[src/rtl/ahb_rr_arbiter.sv]
// Round-robin arbiter sharing the bridge's AHB slave port among several masters.
// Grants move only at IDLE/NONSEQ boundaries, honour locked sequences and cap unlocked hold time.
module ahb_rr_arbiter #(
    parameter int NUM_MASTERS = 3,
    parameter int MASTER_W    = 2,
    parameter int MAX_HOLD    = 4
) (
    input  logic                   Hclk,
    input  logic                   Hresetn,
    input  logic [NUM_MASTERS-1:0] Hbusreq,
    input  logic [NUM_MASTERS-1:0] Hlock,
    input  logic                   Hreadyout,
    input  logic [1:0]             Htrans,
    output logic [NUM_MASTERS-1:0] Hgrant,
    output logic [MASTER_W-1:0]    Hmaster,
    output logic [MASTER_W-1:0]    Hmaster_d,
    output logic                   Hmastlock
);

    localparam logic [1:0] ST_PARK    = 2'd0;
    localparam logic [1:0] ST_GRANTED = 2'd1;
    localparam logic [1:0] ST_LOCKED  = 2'd2;

    localparam logic [1:0] HTRANS_IDLE   = 2'b00;
    localparam logic [1:0] HTRANS_NONSEQ = 2'b10;

    localparam int HOLD_W = 4;

    logic [1:0]             state_reg, state_next;
    logic [HOLD_W-1:0]      hold_reg, hold_next, hold_inc;
    logic [MASTER_W-1:0]    owner_reg, owner_next, winner;
    logic [MASTER_W-1:0]    master_d_reg;
    logic [NUM_MASTERS-1:0] grant_reg, grant_next, other_req;
    logic                   mastlock_reg;
    logic                   arb_ok, any_req, any_other, own_req, own_lock, keep_ok;

    assign arb_ok    = Hreadyout & ((Htrans == HTRANS_IDLE) | (Htrans == HTRANS_NONSEQ));
    assign any_req   = |Hbusreq;
    assign any_other = |other_req;
    // grant_reg is always the one-hot of owner_reg, so it doubles as the owner select mask
    assign own_req   = |(Hbusreq & grant_reg);
    assign own_lock  = |(Hlock & grant_reg);

    for (genvar gi = 0; gi < NUM_MASTERS; gi++) begin : g_per_master
        assign other_req[gi]  = Hbusreq[gi] & (owner_reg != MASTER_W'(gi));
        assign grant_next[gi] = (owner_next == MASTER_W'(gi));
    end

    // Search downward so the nearest requester after the owner is written last and wins
    always_comb begin : winner_search
        int                     idx;
        logic [NUM_MASTERS-1:0] req_sh;
        idx    = 0;
        req_sh = '0;
        winner = owner_reg;
        for (int k = NUM_MASTERS; k >= 1; k--) begin
            idx = int'(owner_reg) + k;
            if (idx >= NUM_MASTERS) begin
                idx = idx - NUM_MASTERS;
            end
            req_sh = Hbusreq >> idx;
            if (req_sh[0]) begin
                winner = MASTER_W'(idx);
            end
        end
    end

    // Saturating at MAX_HOLD keeps long bursts from wrapping the counter
    always_comb begin
        hold_inc = '0;
        if (any_other) begin
            hold_inc = (hold_reg < HOLD_W'(MAX_HOLD)) ? hold_reg + 1'b1 : hold_reg;
        end
        keep_ok = own_req & (~any_other | (hold_inc < HOLD_W'(MAX_HOLD)));
    end

    always_comb begin
        state_next = state_reg;
        owner_next = owner_reg;
        hold_next  = hold_reg;
        case (state_reg)
            ST_PARK: begin
                if (arb_ok && any_req) begin
                    state_next = ST_GRANTED;
                    owner_next = winner;
                    hold_next  = '0;
                end
            end
            ST_GRANTED: begin
                hold_next = hold_inc;
                if (arb_ok) begin
                    if (own_lock && own_req) begin
                        state_next = ST_LOCKED;
                    end else if (!any_req) begin
                        state_next = ST_PARK;
                        owner_next = '0;
                        hold_next  = '0;
                    end else if (!keep_ok) begin
                        owner_next = winner;
                        hold_next  = '0;
                    end
                end
            end
            ST_LOCKED: begin
                if (arb_ok && !own_lock) begin
                    hold_next  = '0;
                    state_next = ST_GRANTED;
                    if (!any_req) begin
                        state_next = ST_PARK;
                        owner_next = '0;
                    end else if (!keep_ok) begin
                        owner_next = winner;
                    end
                end
            end
            default: begin
                state_next = ST_PARK;
                owner_next = '0;
                hold_next  = '0;
            end
        endcase
    end

    always_ff @(posedge Hclk) begin
        if (Hresetn) begin
            state_reg    <= ST_PARK;
            owner_reg    <= '0;
            grant_reg    <= NUM_MASTERS'(1);
            master_d_reg <= '0;
            mastlock_reg <= 1'b0;
            hold_reg     <= '0;
        end else if (Hreadyout) begin
            state_reg    <= state_next;
            owner_reg    <= owner_next;
            grant_reg    <= grant_next;
            master_d_reg <= owner_reg;
            mastlock_reg <= (state_next == ST_LOCKED);
            hold_reg     <= hold_next;
        end
    end

    assign Hgrant    = grant_reg;
    assign Hmaster   = owner_reg;
    assign Hmaster_d = master_d_reg;
    assign Hmastlock = mastlock_reg;

endmodule

[config.mk]
export PLATFORM = sky130hd
export DESIGN_NAME = ahb_rr_arbiter
export DESIGN_NICKNAME = d
export VERILOG_FILES = /design/src/rtl/ahb_rr_arbiter.sv
export SDC_FILE = /design/constraint.sdc
export NUM_CORES = 1
export LEC_CHECK = 0
export BUFFER_PORTS_ARGS = -buffer_cell sky130_fd_sc_hd__buf_2
export CORE_MARGIN = 2
export CORE_UTILIZATION = 49
export CTS_BUF_LIST = sky130_fd_sc_hd__clkbuf_16
export DETAILED_ROUTE_END_ITERATION = 16
export PLACE_DENSITY = 0.74
export SYNTH_ARGS = -nofsm -noshare
export SYNTH_HDL_FRONTEND = slang
export SYNTH_SLANG_ARGS = --single-unit
[constraint.sdc]
create_clock -name Hclk -period 2.36 [get_ports Hclk]
set_input_delay 0.472 -clock Hclk [delete_from_list [all_inputs] [get_ports Hclk]]
set_output_delay 0.472 -clock Hclk [all_outputs]
set_load 0.05 [all_outputs]
# Word-level counts from Yosys, hierarchy flattened
# Cells that the tools add are included.
[totals]
out_inout_bits = 8
inputBits = 11
word_cells = 83
ff_bits = 14
[op_classes]
n_bitwise = 10
mux = 29
n_reduce_logical = 13
magnitude_cmp = 5
addsub = 7
shift = 3
n_eq_ne = 10
[op_table]
columns = ["cell", "count"]
rows = [
  ["$mux 32", 3],
  ["$shr 3x32->1", 3],
  ["$mux 4", 8],
  ["$mux 2", 14],
  ["$pmux 2 s3", 2],
  ["$pmux 4 s3", 1],
  ["$reduce_or 3->1", 4],
  ["$sub 3x2->4 const B", 3],
  ["$ge 3x2->1 const B", 3],
  ["$eq 2x2->1 const B", 4],
  ["$lt 4x3->1 const B", 2],
  ["$add 2x2->3 const B", 2],
  ["$and 3x3->3", 2],
  ["$logic_not 2->1", 3],
  ["$ne 2x2->1 const B", 3],
  ["$and 1x1->1", 5],
  ["$add 4x1->4 const B", 1],
  ["$eq 2x1->1 const B", 2],
  ["$add 2x1->3 const B", 1],
  ["$logic_and 1x1->1", 3],
  ["$reduce_and 3->1", 1],
  ["$ne 2x1->1 const B", 1],
  ["$or 1x1->1", 2],
  ["$reduce_bool 2->1", 1],
  ["other kinds (3)", 3],
]

# Logic depth before layout (Yosys ltp)
[depth]
depth_word = 13
mapped_depth = 9

# Worst setup path after synthesis
# Ideal clock, no wire load.
[synth_path]
path_kind = "flip-flop to flip-flop"
from = "register owner_reg[0], in the netlist Hmaster[0]"
to = "register grant_reg[2], in the netlist Hgrant[2]"
arrival_ns = 2.542
slack_ns = -0.299
n_path_buf = 1
synth_period_minus_slack_ns = 2.659
setup_ns = 0.117
required_ns = 2.243
stages_incl_launch_ff = 9
cell_sequence = "dfxtp_1 -> inv_1 -> ha_1 -> clkbuf_1 -> a21oi_1 -> o31a_1 -> o31ai_1 -> o21ai_0 -> a32o_1"
[synth_between]
elab_chain_len = 13
elab_cells_between_ends = 38
classes_between = "add/sub: 6; order compare: 4; eq/ne: 3; shift: 3; mux: 14; bitwise: 6; reduce/logical: 2"
[synth_lines]
columns = ["element", "line_no", "text"]
rows = [
  ["start, declared", "31", "logic [MASTER_W-1:0] owner_reg, owner_next, winner;"],
  ["start signal, assigned", "134", "owner_reg <= owner_next;"],
  ["$add 2x2->3 (tied with other cells)", "57", "idx = int'(owner_reg) + k;"],
  ["$sub 3x2->4 (tied with other cells)", "59", "idx = idx - NUM_MASTERS;"],
  ["$mux 32 or $reduce_or 3->1 (tied branches)", "58, 39", ""],
  ["$shr 3x32->1 or $mux 4 (tied branches)", "61, 71", ""],
  ["$mux 2 or $lt 4x3->1 (tied branches)", "62, 74", ""],
  ["$mux 2 or $or 1x1->1 (tied branches)", "62, 74", ""],
  ["$mux 2 or $and 1x1->1 (tied branches)", "62, 74", ""],
  ["$mux 2", "98, 111", ""],
  ["$mux 2", "108", "if (!any_req) begin"],
  ["$mux 2", "92", "if (own_lock && own_req) begin"],
  ["$mux 2", "91", "if (arb_ok) begin"],
  ["$pmux 2 s3 (*)", "81", "case (state_reg)"],
  ["$eq 2x2->1 (*)", "46", "assign grant_next[gi] = (owner_next == MASTER_W'(gi));"],
  ["end signal, assigned", "135", "grant_reg <= grant_next;"],
  ["end, declared", "33", "logic [NUM_MASTERS-1:0] grant_reg, grant_next, other_req;"],
]
# Every way passes the cells marked *; elsewhere a longest branch is shown, timed or not.
# A chain may end at the register's enable or synchronous reset.

# Worst setup path in the final report
# Same ends and word-level chain as after synthesis.

==> flow_summary_export.csv <==
group,metric,value,unit
placement,place_ws,159,ps
clock_network,cts_max_level,1,
finish,num_antenna_cells,0,
clock_network,clkSinkCount,14,
sta,period_share,96.3,%
placement,place_congestion,0.911,
hold_path,whs_path_depth,1,
worst_setup_path,rr_worst_depth,7,
detailed_routing,wl,2580,um
detailed_routing,viasPerCell,5.96,
sta,drv_slew,0,
finish,layout-drive-gt1-share,28.2,%
global_route,overflow,0,
worst_setup_path,path_max_fanout,9,
clock_network,clkLatencyLatePin,240,ps
power_and_ir_drop,pwr-share-clk,40.5,%
sta,period_needed,2270,ps
global_route,grt_max_degree,17,
die,num_rows,16,
yosys,netlist_instances,128,
power_and_ir_drop,comb_power_share,26.8,%
clock_network,clk_path_buf_depth,2,
yosys,synthDistinctLibCells,44,
power_and_ir_drop,power.internal,0.552,mW
yosys,synth_edf_count,0,
power_and_ir_drop,switching_share,29.8,%
die,core,0.00200,sq mm
power_and_ir_drop,p_sw,0.234,mW
sta,fmaxAchievable,440,MHz
hold_path,min_path_type,"register to register",
power_and_ir_drop,power_density,616,mW/mm^2
sta,finalSetupViolations,0,
die,die_area,0.00257,sq mm
sta,maxSlewHeadroom,65.4,%
clock_network,hold_buffers,0,
detailed_routing,ant_nets,0,
sta,hold_violations,0,
worst_setup_path,required,2490,ps
power_and_ir_drop,vdd_drop_max,519,uV
power_and_ir_drop,power.leakage,0.546,nW
worst_setup_path,critPathArrivalTime,2400,ps
global_route,antenna_found_initial,0,
global_route,grt_first_pass_wirelength,4400,um
power_and_ir_drop,power_frac_seq,32.8,%
finish,layout.nets,168,
finish,utilization,63.7,%
sta,rsz0062_at_grt,"no",
worst_setup_path,crit_chain,"inv_1, ha_1, a21oi_1, o31a_1, o31ai_1, o21ai_0, a32o_1",
yosys,synth_top_cell_area_share,26.2,%
die,io_pins,19,
yosys,synth.avg_cell_area,8.35,sq um
detailed_routing,via_count,1049,
clock_network,cts_tree,"yes",
yosys,synth_seq_area_share,26.2,%
finish,largest_register_ffs,4,
yosys,synthTopCellsByArea,"dfxtp_1 26%, ha_1 8.2%, nor2_1 4.6%",
clock_network,cts_buffers,3,
detailed_routing,wl_per_cell,14.6,um
sta,skew,2.58,ps
worst_setup_path,worst_setup_path_start_kind,"register",
clock_network,root_buffer,"clkbuf_16",
yosys,ys_warn_count,0,
die,fp.dieH,50.7,um
die,die_w,50.7,um
power_and_ir_drop,power.total,0.785,mW
detailed_routing,drt-pass1-iter-count,4,
worst_setup_path,critical_path.max_stage_delay,450,ps
outcome,outcome,"completed",
detailed_routing,drc_errors,0,
yosys,synth_top_flop_cell,"dfxtp_1",
finish,syn_to_final_growth,19.3,%
worst_setup_path,cp-end-kind,"register",
placement,io_buffer_count,17,
clock_network,cts_setup_buffers,0,
flow_run,drv_cap,0,
clock_network,cts_resized,0,
sta,worst_pin_slew,510,ps
yosys,synthArstFlopShare,0,%
placement,hpwl,1830,um
detailed_routing,drtIter0Drc,25,
clock_network,clkSlewWorstSetupHoldPaths,50,ps
worst_setup_path,slowest_stage,"ha_1",
global_route,grt_pass1_vias,1020,
yosys,syn_area,0.00107,sq mm
yosys,syn_nets,146,
yosys,synth_seq_cells,14,
yosys,yosys.area.top_type,"dfxtp_1",
die,initial_core_util,53.4,%
worst_setup_path,crit_type,"register to register",
sta,layout_setup_ws,88.4,ps
sta,hold_slack,452,ps
global_route,grt.total_usage,22.1,%
sta,tns,0,ps
## power by group through the flow
stage | Combinational, mW | Clock [mW] | Sequential (mW)
6_report | 0.210 | 0.318 | 0.257
4_1_cts | 0.207 | 0.321 | 0.257
3_5_place_dp | 0.205 | 0 | 0.261
3_3_place_gp | 0.200 | 0 | 0.261
2_1_floorplan | 0.120 | 0 | 0.292
5_1_grt | 0.227 | 0.333 | 0.259
## stage by stage
step	instances	instance area, sq um
2_1_floorplan	128	1080
3_3_place_gp	172	1200
3_5_place_dp	172	1200
4_1_cts	176	1270
5_1_grt	176	1270
6_report	176	1270
## synth_stat cells (all sizes together) (2+ instances only)
| master | count |
|---|---|
| o311ai | 2 |
| buf | 2 |
| mux2i | 4 |
| or3 | 3 |
| a21oi | 5 |
| a32o | 2 |
| dfxtp | 14 |
| a211oi | 5 |
| clkbuf | 3 |
| inv | 6 |
| nand2 | 8 |
| a222oi | 2 |
| and2b | 4 |
| nor2 | 13 |
| o21a | 5 |
| o31ai | 3 |
| or2b | 5 |
| a31oi | 5 |
| o21ai | 9 |
| nor3 | 2 |
| ha | 7 |
| nor2b | 2 |
| nand2b | 2 |
## cell families after synthesis
group | synth area share, %
multiplexers | 4.80
buffers and inverters | 5.50
AND/OR/NAND/NOR | 25.3
AO/OA/AOI/OAI | 30.0
flip-flops | 26.2
adder cells (fa/ha/maj) | 8.20
## routing by layer
| metal | track usage (%) | share of wire (%) | vias to the layer above |
|---|---|---|---|
| met3 | 3.57 | 7.1 | 2 |
| met5 | 0 | 0 | - |
| li1 | - | - | 520 |
| met2 | 38.4 | 46 | 38 |
| met4 | 4.50 | 0.74 | 0 |
| met1 | 28.7 | 46 | 489 |
## cells in the final DEF, fill, tap and decap left out, drive strengths merged, types with 3 or more instances in the layout
master and instances:
a211oi 5, a21oi 5, a31oi 5, and2b 4, buf 22, clkbuf 3, dfxtp 14, ha 7
inv 7, mux2i 4, nand2 8, nor2 13, o21a 5, o21ai 9, o31ai 3, or2b 5
or3 3
## worst max-delay path, delay by kind of cell (launching register included)
kind	cells	cell delay (ps)
DFF	1	330
adders and majority gates	1	450
AOI/OAI and AO/OA	5	1310
buffers and inverters	1	70
## area by class of cell
cell class	count	area, sq um
sequential	14	288
fill	185	727
timing repair buffer	22	123
clock inverter	1	3.75
multi-input combinational	103	729
inverter	6	22.5
clock buffer	3	75.1
tap	27	33.8
## final timing paths
check	start	end	slack (ps)
max reg2reg	Hmaster[0]	Hgrant[2]	90
min reg2reg	Hmastlock	Hmastlock	450
max	Hmaster[0]	Hgrant[2]	90
min	Hmastlock	Hmastlock	450
Power figures use the tool's default switching activity.
